==> src/rtl/mips_multicycle_main_control.sv <==
// mips_multicycle_main_control: multicycle MIPS main control FSM with memory handshake and retire counter.
// Define MAIN_CTRL_BNE_EN to add bne (opcode 000101) support.
module mips_multicycle_main_control #(
  parameter int CNT_W = 32
) (
  input  logic             clk,
  input  logic             rst_n,
  input  logic [5:0]       Opcode,
  input  logic             Zero,
  input  logic             MemReady,
  output logic             IorD,
  output logic             MemRead,
  output logic             MemWrite,
  output logic             IRWrite,
  output logic             RegDst,
  output logic             MemtoReg,
  output logic             RegWrite,
  output logic             ALUSrcA,
  output logic [1:0]       ALUSrcB,
  output logic [1:0]       ALUOp,
  output logic [1:0]       PCSrc,
  output logic             PCEn,
  output logic             Illegal,
  output logic [CNT_W-1:0] RetiredCnt
);
  localparam logic [5:0] OP_R    = 6'b000000;
  localparam logic [5:0] OP_J    = 6'b000010;
  localparam logic [5:0] OP_BEQ  = 6'b000100;
  localparam logic [5:0] OP_BNE  = 6'b000101;
  localparam logic [5:0] OP_ADDI = 6'b001000;
  localparam logic [5:0] OP_LW   = 6'b100011;
  localparam logic [5:0] OP_SW   = 6'b101011;
  typedef enum logic [3:0] {
    FETCH, DECODE, MEMADR, MEMRD, MEMWB, MEMWR, RTYPEEX, RTYPEWB,
    BEQEX, ADDIEX, ADDIWB, JEX, BNEEX
  } state_t;
  state_t     state, state_nx;
  logic [5:0] opreg;
  logic       retire;
  always_comb begin
    {IorD, MemRead, MemWrite, IRWrite, RegDst, MemtoReg, RegWrite, ALUSrcA,
     ALUSrcB, ALUOp, PCSrc, PCEn, Illegal} = '0;
    state_nx = FETCH;
    retire = 1'b0;
    case (state)
      FETCH: begin
        MemRead = 1'b1;
        ALUSrcB = 2'b01;
        IRWrite = MemReady;
        PCEn = MemReady;
        state_nx = MemReady ? DECODE : FETCH;
      end
      DECODE: begin
        ALUSrcB = 2'b11;
        case (Opcode)
          OP_LW, OP_SW: state_nx = MEMADR;
          OP_R:         state_nx = RTYPEEX;
          OP_BEQ:       state_nx = BEQEX;
          OP_ADDI:      state_nx = ADDIEX;
          OP_J:         state_nx = JEX;
`ifdef MAIN_CTRL_BNE_EN
          OP_BNE:       state_nx = BNEEX;
`endif
          default:      Illegal = 1'b1;
        endcase
      end
      MEMADR: begin
        ALUSrcA = 1'b1;
        ALUSrcB = 2'b10;
        state_nx = opreg == OP_LW ? MEMRD : MEMWR;
      end
      MEMRD: begin
        IorD = 1'b1;
        MemRead = 1'b1;
        state_nx = MemReady ? MEMWB : MEMRD;
      end
      MEMWB: begin
        MemtoReg = 1'b1;
        RegWrite = 1'b1;
        retire = 1'b1;
      end
      MEMWR: begin
        IorD = 1'b1;
        MemWrite = 1'b1;
        state_nx = MemReady ? FETCH : MEMWR;
        retire = MemReady;
      end
      RTYPEEX: begin
        ALUSrcA = 1'b1;
        ALUOp = 2'b10;
        state_nx = RTYPEWB;
      end
      RTYPEWB: begin
        RegDst = 1'b1;
        RegWrite = 1'b1;
        retire = 1'b1;
      end
      BEQEX: begin
        ALUSrcA = 1'b1;
        ALUOp = 2'b01;
        PCSrc = 2'b01;
        PCEn = Zero;
        retire = 1'b1;
      end
      ADDIEX: begin
        ALUSrcA = 1'b1;
        ALUSrcB = 2'b10;
        state_nx = ADDIWB;
      end
      ADDIWB: begin
        RegWrite = 1'b1;
        retire = 1'b1;
      end
      JEX: begin
        PCSrc = 2'b10;
        PCEn = 1'b1;
        retire = 1'b1;
      end
`ifdef MAIN_CTRL_BNE_EN
      BNEEX: begin
        ALUSrcA = 1'b1;
        ALUOp = 2'b01;
        PCSrc = 2'b01;
        PCEn = ~Zero;
        retire = 1'b1;
      end
`endif
      default: ;
    endcase
    // Reset kills every strobe combinationally, so a pending MemWrite drops without waiting for a clock
    if (!rst_n)
      {IorD, MemRead, MemWrite, IRWrite, RegDst, MemtoReg, RegWrite, ALUSrcA,
       ALUSrcB, ALUOp, PCSrc, PCEn, Illegal} = '0;
  end
  always_ff @(posedge clk or negedge rst_n) begin
    if (!rst_n) begin
      state <= FETCH;
      opreg <= '0;
      RetiredCnt <= '0;
    end else begin
      state <= state_nx;
      if (state == DECODE) opreg <= Opcode;
      if (retire) RetiredCnt <= RetiredCnt + CNT_W'(1);
    end
  end
endmodule

==> config.mk <==
export PLATFORM = sky130hd
export DESIGN_NAME = mips_multicycle_main_control
export DESIGN_NICKNAME = d
export VERILOG_FILES = /design/src/rtl/mips_multicycle_main_control.sv
export SDC_FILE = /design/constraint.sdc
export NUM_CORES = 1
export LEC_CHECK = 0
export ABC_AREA = 1
export CORE_ASPECT_RATIO = 1.4
export CORE_MARGIN = 4
export CORE_UTILIZATION = 42
export CTS_CLUSTER_SIZE = 12
export DETAILED_ROUTE_END_ITERATION = 12
export GPL_TIMING_DRIVEN = 0
export PLACE_DENSITY = 0.74
export SYNTH_ARGS = -nofsm -noshare
export SYNTH_HDL_FRONTEND = slang
export SYNTH_SLANG_ARGS = --single-unit
==> constraint.sdc <==
create_clock -name clk -period 2.8 [get_ports clk]
set_input_delay 0.42 -clock clk [delete_from_list [all_inputs] [get_ports clk]]
set_output_delay 0.42 -clock clk [all_outputs]
set_load 0.005 [all_outputs]
## Word-level counts from Yosys, hierarchy flattened

Cells that the tools add are included.
Widths: inputs -> output; s select.

- Eq/ne operators: 17
- Reduce and logical (&&, ||, !) cells: 10
- Add/sub/neg operators: 1
- Multiplexer cells: 34

Operator list:

| cell | number |
|---|---|
| $add 32x1->32 const B | 1 |
| $pmux 4 s7 | 1 |
| $mux 1 | 21 |
| $pmux 4 s5 | 1 |
| $eq 6x6->1 const B | 3 |
| $eq 4x3->1 const B | 4 |
| $eq 4x4->1 const B | 4 |
| $mux 3 | 3 |
| $eq 4x2->1 const B | 2 |
| $pmux 2 s2 | 2 |
| $reduce_or 2->1 | 4 |
| $eq 6x2->1 const B | 1 |
| $eq 6x3->1 const B | 1 |
| $eq 6x4->1 const B | 1 |
| $logic_not 6->1 | 1 |
| $mux 2 | 3 |
| $pmux 2 s3 | 1 |
| $reduce_or 6->1 | 1 |
| $reduce_or 5->1 | 1 |
| $eq 4x1->1 const B | 1 |
| $logic_not 4->1 | 1 |
| $reduce_or 4->1 | 1 |
| $pmux 1 s3 | 1 |
| $reduce_or 3->1 | 1 |
| $pmux 1 s2 | 1 |

- Output and inout bits: 48
- Bits in registers: 42
- Input port bits: 10
- Word-level logic and storage cells: 65

## Logic depth before layout (Yosys ltp)

- Depth after elaboration: 5
- Mapped depth: 11
- Mapped depth without buffers: 10

## Worst setup path before layout

OpenSTA, ideal clock, no wires.

- Path type: reg-to-reg
- From: register RetiredCnt[0]
- To: register RetiredCnt[24]
- Path buffers: 1
- Library setup time: 0.117 ns
- Data required time: 2.683 ns
- Arrival: 1.476 ns
- Period minus slack after synthesis: 1.593 ns
- Path slack: 1.207 ns
- Stages on the path, launching flop included: 10
- Cell sequence: dfrtp_1 > ha_1 > inv_1 > nor2_2 > nand3_1 > nor2_1 > buf_4 > nand3_1 > nand2_1 > nand2_1

- Word-level cells in the longest chain between the ends: 1

Ends and longest elaborated chain:

| what | RTL line | source |
|---|---|---|
| start, declared | 24 | `output logic [CNT_W-1:0] RetiredCnt` |
| start signal, assigned | 143 | `if (retire) RetiredCnt <= RetiredCnt + CNT_W'(1);` |
| $add 32x1->32 | 143 |  |

Every way passes these cells.
A chain may end at the register's enable or synchronous reset.

## Worst setup path in the final report

- From: input port rst_n
- To: output port Illegal

- Word-level cells in the longest chain between the ends: 1

Ends and longest elaborated chain:

| what | RTL line | source |
|---|---|---|
| start, declared | 7 | `input logic rst_n,` |
| $mux 1 | 131 | `if (!rst_n)` |
| end, declared | 23 | `output logic Illegal,` |

Every way passes these cells.

==> flow_summary.json <==
{
  "worst_r2r_startpoint": "RetiredCnt[0]",
  "syn_avg_cell_area_sq_um": 6.86,
  "netlist.area_leader.share_pct": 38.2,
  "placedInstanceArea_sq_um": 3430,
  "grt_start_max_net_pins": 36,
  "cts_tree": "built",
  "post_route_cells_drive_above_1_share_pct": 9.44,
  "core_area_sq_um": 6300,
  "end_kind": "output port",
  "drt_first_pass_iters": 4,
  "grt_pass1_vias": 2599,
  "post_cts.resized_instances": 0,
  "timing.fmax_ghz": 0.393,
  "ant_nets": 0,
  "drc": 0,
  "synth_simple_gate_area_share_pct": 44.5,
  "nNetsFinal": 477,
  "via_per_inst": 5.05,
  "critical_path.cell_chain": "buf_2 > buf_12 > inv_1 > nor3_1 > nand3_1 > nor2_1 > clkdlybuf4s50_1",
  "maxSlewViolCount": 0,
  "worst_r2r_endpoint": "RetiredCnt[26]",
  "final_core_util_pct": 55.6,
  "cts-htree-levels": 2,
  "finClkSkew_ns": 0.00711,
  "powerDensity_nw_per_um2": 458,
  "die_w_microns": 76.4,
  "synth_adder_area_share_pct": 0.455,
  "yosys.cell_types.count": 33,
  "cts_buffers": 5,
  "place.gp.congestion": 0.895,
  "die_height_microns": 104,
  "cts_max_path_buffers": 2,
  "route.vias.total": 2717,
  "n_antenna_cell": 0,
  "timing.critical_path.slowest_cell_delay_ns": 0.51,
  "synth_xor_xnor_area_share_pct": 3.18,
  "antenna_found_initial": 0,
  "min-delay-path-class": "in -> async",
  "count_of_flip_flops_with_a_built_in_enable_after_synthesis": 0,
  "rsz0062_at_grt": "no",
  "io_pins": 58,
  "timing.final.hold_violations": 0,
  "yosys_warnings": 0,
  "crit_path_start": "rst_n",
  "crit_arrival_ns": 2.13,
  "critical_path_class": "in -> out",
  "postSynth.asyncResetShare_pct": 100,
  "met1_length_microns": 2870,
  "dp.final_hpwl_microns": 5360,
  "slew-limit-headroom_pct": 67.2,
  "setup.worst_path.start_class": "primary input",
  "ir_drop_mv": 0.330,
  "initial_utilization_pct": 43.7,
  "min_period_over_period_pct": 90.9,
  "routed_wire_length_microns": 6810,
  "first_drt_iteration_drcs": 101,
  "totalPowerFinal_mw": 1.60,
  "synth-seq-cells": 42,
  "compound_cell_area_share_of_the_yosys_netlist_pct": 3.91,
  "yosys.area.top_type": "sky130_fd_sc_hd__dfrtp_1",
  "final.min_clock_period_ns": 2.55,
  "port_buffers": 57,
  "max_cap_viol_count": 0,
  "top_layer_used": "met4",
  "regToRegSetupSlack_ns": 0.92,
  "clkSinkCount": 42,
  "routedWlPerCell_microns": 12.7,
  "main_combinational_cell_family_by_area_after_synthesis": "simple AND/OR/NAND/NOR gates",
  "cp_top_family": "buffers and inverters",
  "die_area_sq_um": 7930,
  "worst_path_max_delay_cell": "sky130_fd_sc_hd__clkdlybuf4s50_1",
  "timing.critical_path.buf_inv": 4,
  "clock-root-buffer": "sky130_fd_sc_hd__clkbuf_8",
  "cts.reportedPaths.clkPinSlew_ns": 0.08,
  "worst_skew_pair.late_latency_ns": 0.29,
  "postLayoutCellArea_sq_um": 3500,
  "grt.overflow.total": 0,
  "reg2regPathDepth": 9,
  "area.growth.synth_to_final_pct": 27.3,
  "synthMuxAreaShare_pct": 0,
  "cp_data_required_time_ns": 2.38,
  "grt_pass1_wl_microns": 11700,
  "status": "complete, no violations",
  "cts_post_setup_buffers_inserted": 0,
  "critPathMaxFanout": 35,
  "seq_area_frac_synth_pct": 38.2,
  "synth_area_leaders": "sky130_fd_sc_hd__dfrtp_1 38%, sky130_fd_sc_hd__nand2_1 20%, sky130_fd_sc_hd__nor2_1 6.8%, sky130_fd_sc_hd__inv_1 5.7%, sky130_fd_sc_hd__nand3_1 5.6%",
  "synth-main-ff-cell": "sky130_fd_sc_hd__dfrtp_1",
  "std_cell_rows": 34,
  "met3_length_microns": 272,
  "tightest_slew_ns": 0.490,
  "detailroute.wirelength.met2_microns": 3560,
  "postCtsHoldBufs": 0,
  "setup_violating_endpoint_count_in_the_final_report": 0,
  "p_leak_nw": 1.56,
  "synth_area_sq_um": 2750,
  "mapped_nets": 412,
  "syn-instance-count": 401,
  "gr-usage-all-layers_pct": 17.7
}
[per-layer routing]
layer | vias to the layer above | GRT usage [%]
met5 | - | 0
met3 | 10 | 2.95
met1 | 1254 | 21.3
met4 | 0 | 5.70
met2 | 57 | 31.8
li1 | 1396 | -
[Yosys cell counts (3+ instances only)]
master,n
sky130_fd_sc_hd__o21ai_0,6
sky130_fd_sc_hd__nor3_1,6
sky130_fd_sc_hd__a21oi_1,3
sky130_fd_sc_hd__nand4_1,19
sky130_fd_sc_hd__inv_1,42
sky130_fd_sc_hd__o21ai_2,4
sky130_fd_sc_hd__dfrtp_1,42
sky130_fd_sc_hd__xor2_1,6
sky130_fd_sc_hd__nand3b_2,7
sky130_fd_sc_hd__inv_2,7
sky130_fd_sc_hd__xnor2_1,4
sky130_fd_sc_hd__nor2_2,7
sky130_fd_sc_hd__nor2_1,50
sky130_fd_sc_hd__nand3_1,31
sky130_fd_sc_hd__nand2_1,144
[cell type report]
cell class | count | area, sq um
Clock buffer | 7 | 76.3
Sequential cell | 42 | 1050
Inverter | 50 | 189
Fill cell | 646 | 2790
Timing Repair Buffer | 58 | 586
Multi-Input combinational cell | 301 | 1430
Tap cell | 72 | 90.1
Buffer | 8 | 78.8
[layout by cell type (no fill, tap or decap), types with 2 or more instances in the layout]
cell type and count:
sky130_fd_sc_hd__nand3_1 31, sky130_fd_sc_hd__nand4_1 19, sky130_fd_sc_hd__buf_12 2, sky130_fd_sc_hd__nor2_1 50, sky130_fd_sc_hd__nand3b_1 2, sky130_fd_sc_hd__nor3_1 6, sky130_fd_sc_hd__buf_2 3, sky130_fd_sc_hd__buf_6 2
sky130_fd_sc_hd__xor2_1 6, sky130_fd_sc_hd__clkbuf_8 5, sky130_fd_sc_hd__o21ai_2 4, sky130_fd_sc_hd__inv_1 42, sky130_fd_sc_hd__clkdlybuf4s50_1 56, sky130_fd_sc_hd__a21oi_1 3, sky130_fd_sc_hd__nand2_2 2, sky130_fd_sc_hd__nor2_2 7
sky130_fd_sc_hd__clkbuf_1 3, sky130_fd_sc_hd__dfrtp_1 42, sky130_fd_sc_hd__inv_2 7, sky130_fd_sc_hd__nand2_1 144, sky130_fd_sc_hd__nand3b_2 7, sky130_fd_sc_hd__xnor2_1 4, sky130_fd_sc_hd__o21ai_0 6, sky130_fd_sc_hd__and3_1 2
[flip-flops by register name (all words and copies together), names as in the netlist]
name        flops
opreg           6
state           4
RetiredCnt     32
[cells by family after synthesis]
logic type	Yosys count
buf+inv	58
flops	42
fa+ha+maj	1
xor+xnor	10
compound gates	17
simple gates	273
[metrics by stage]
stage	cells	setup slack (ns)	hold WS (ns)	setup TNS [ns]
final	538	0.254	0.00946	0
after global routing	538	0.0712	0.0328	0
after CTS	538	0.225	0.0178	0
after detailed placement	531	0.256	0.337	0
after global placement	530	-1.44	0.457	-20.23
after floorplan	401	1.21	0.124	0
[power breakdown]
part	leakage, nW	switching, mW	internal [mW]
clock	0.0383	0.199	0.172
combinational	0.953	0.269	0.210
sequential	0.569	0.0693	0.683
[worst max path at each step]
stage / to / slack (ns) / cells past startpoint
after global placement: Illegal / -1.44 / 6
final: Illegal / 0.25 / 7
after detailed placement: Illegal / 0.26 / 7
after CTS: Illegal / 0.23 / 7
after floorplan: RetiredCnt[24] / 1.21 / 9
after global routing: Illegal / 0.07 / 7
Note: power is estimated with default switching activity, not from simulation.
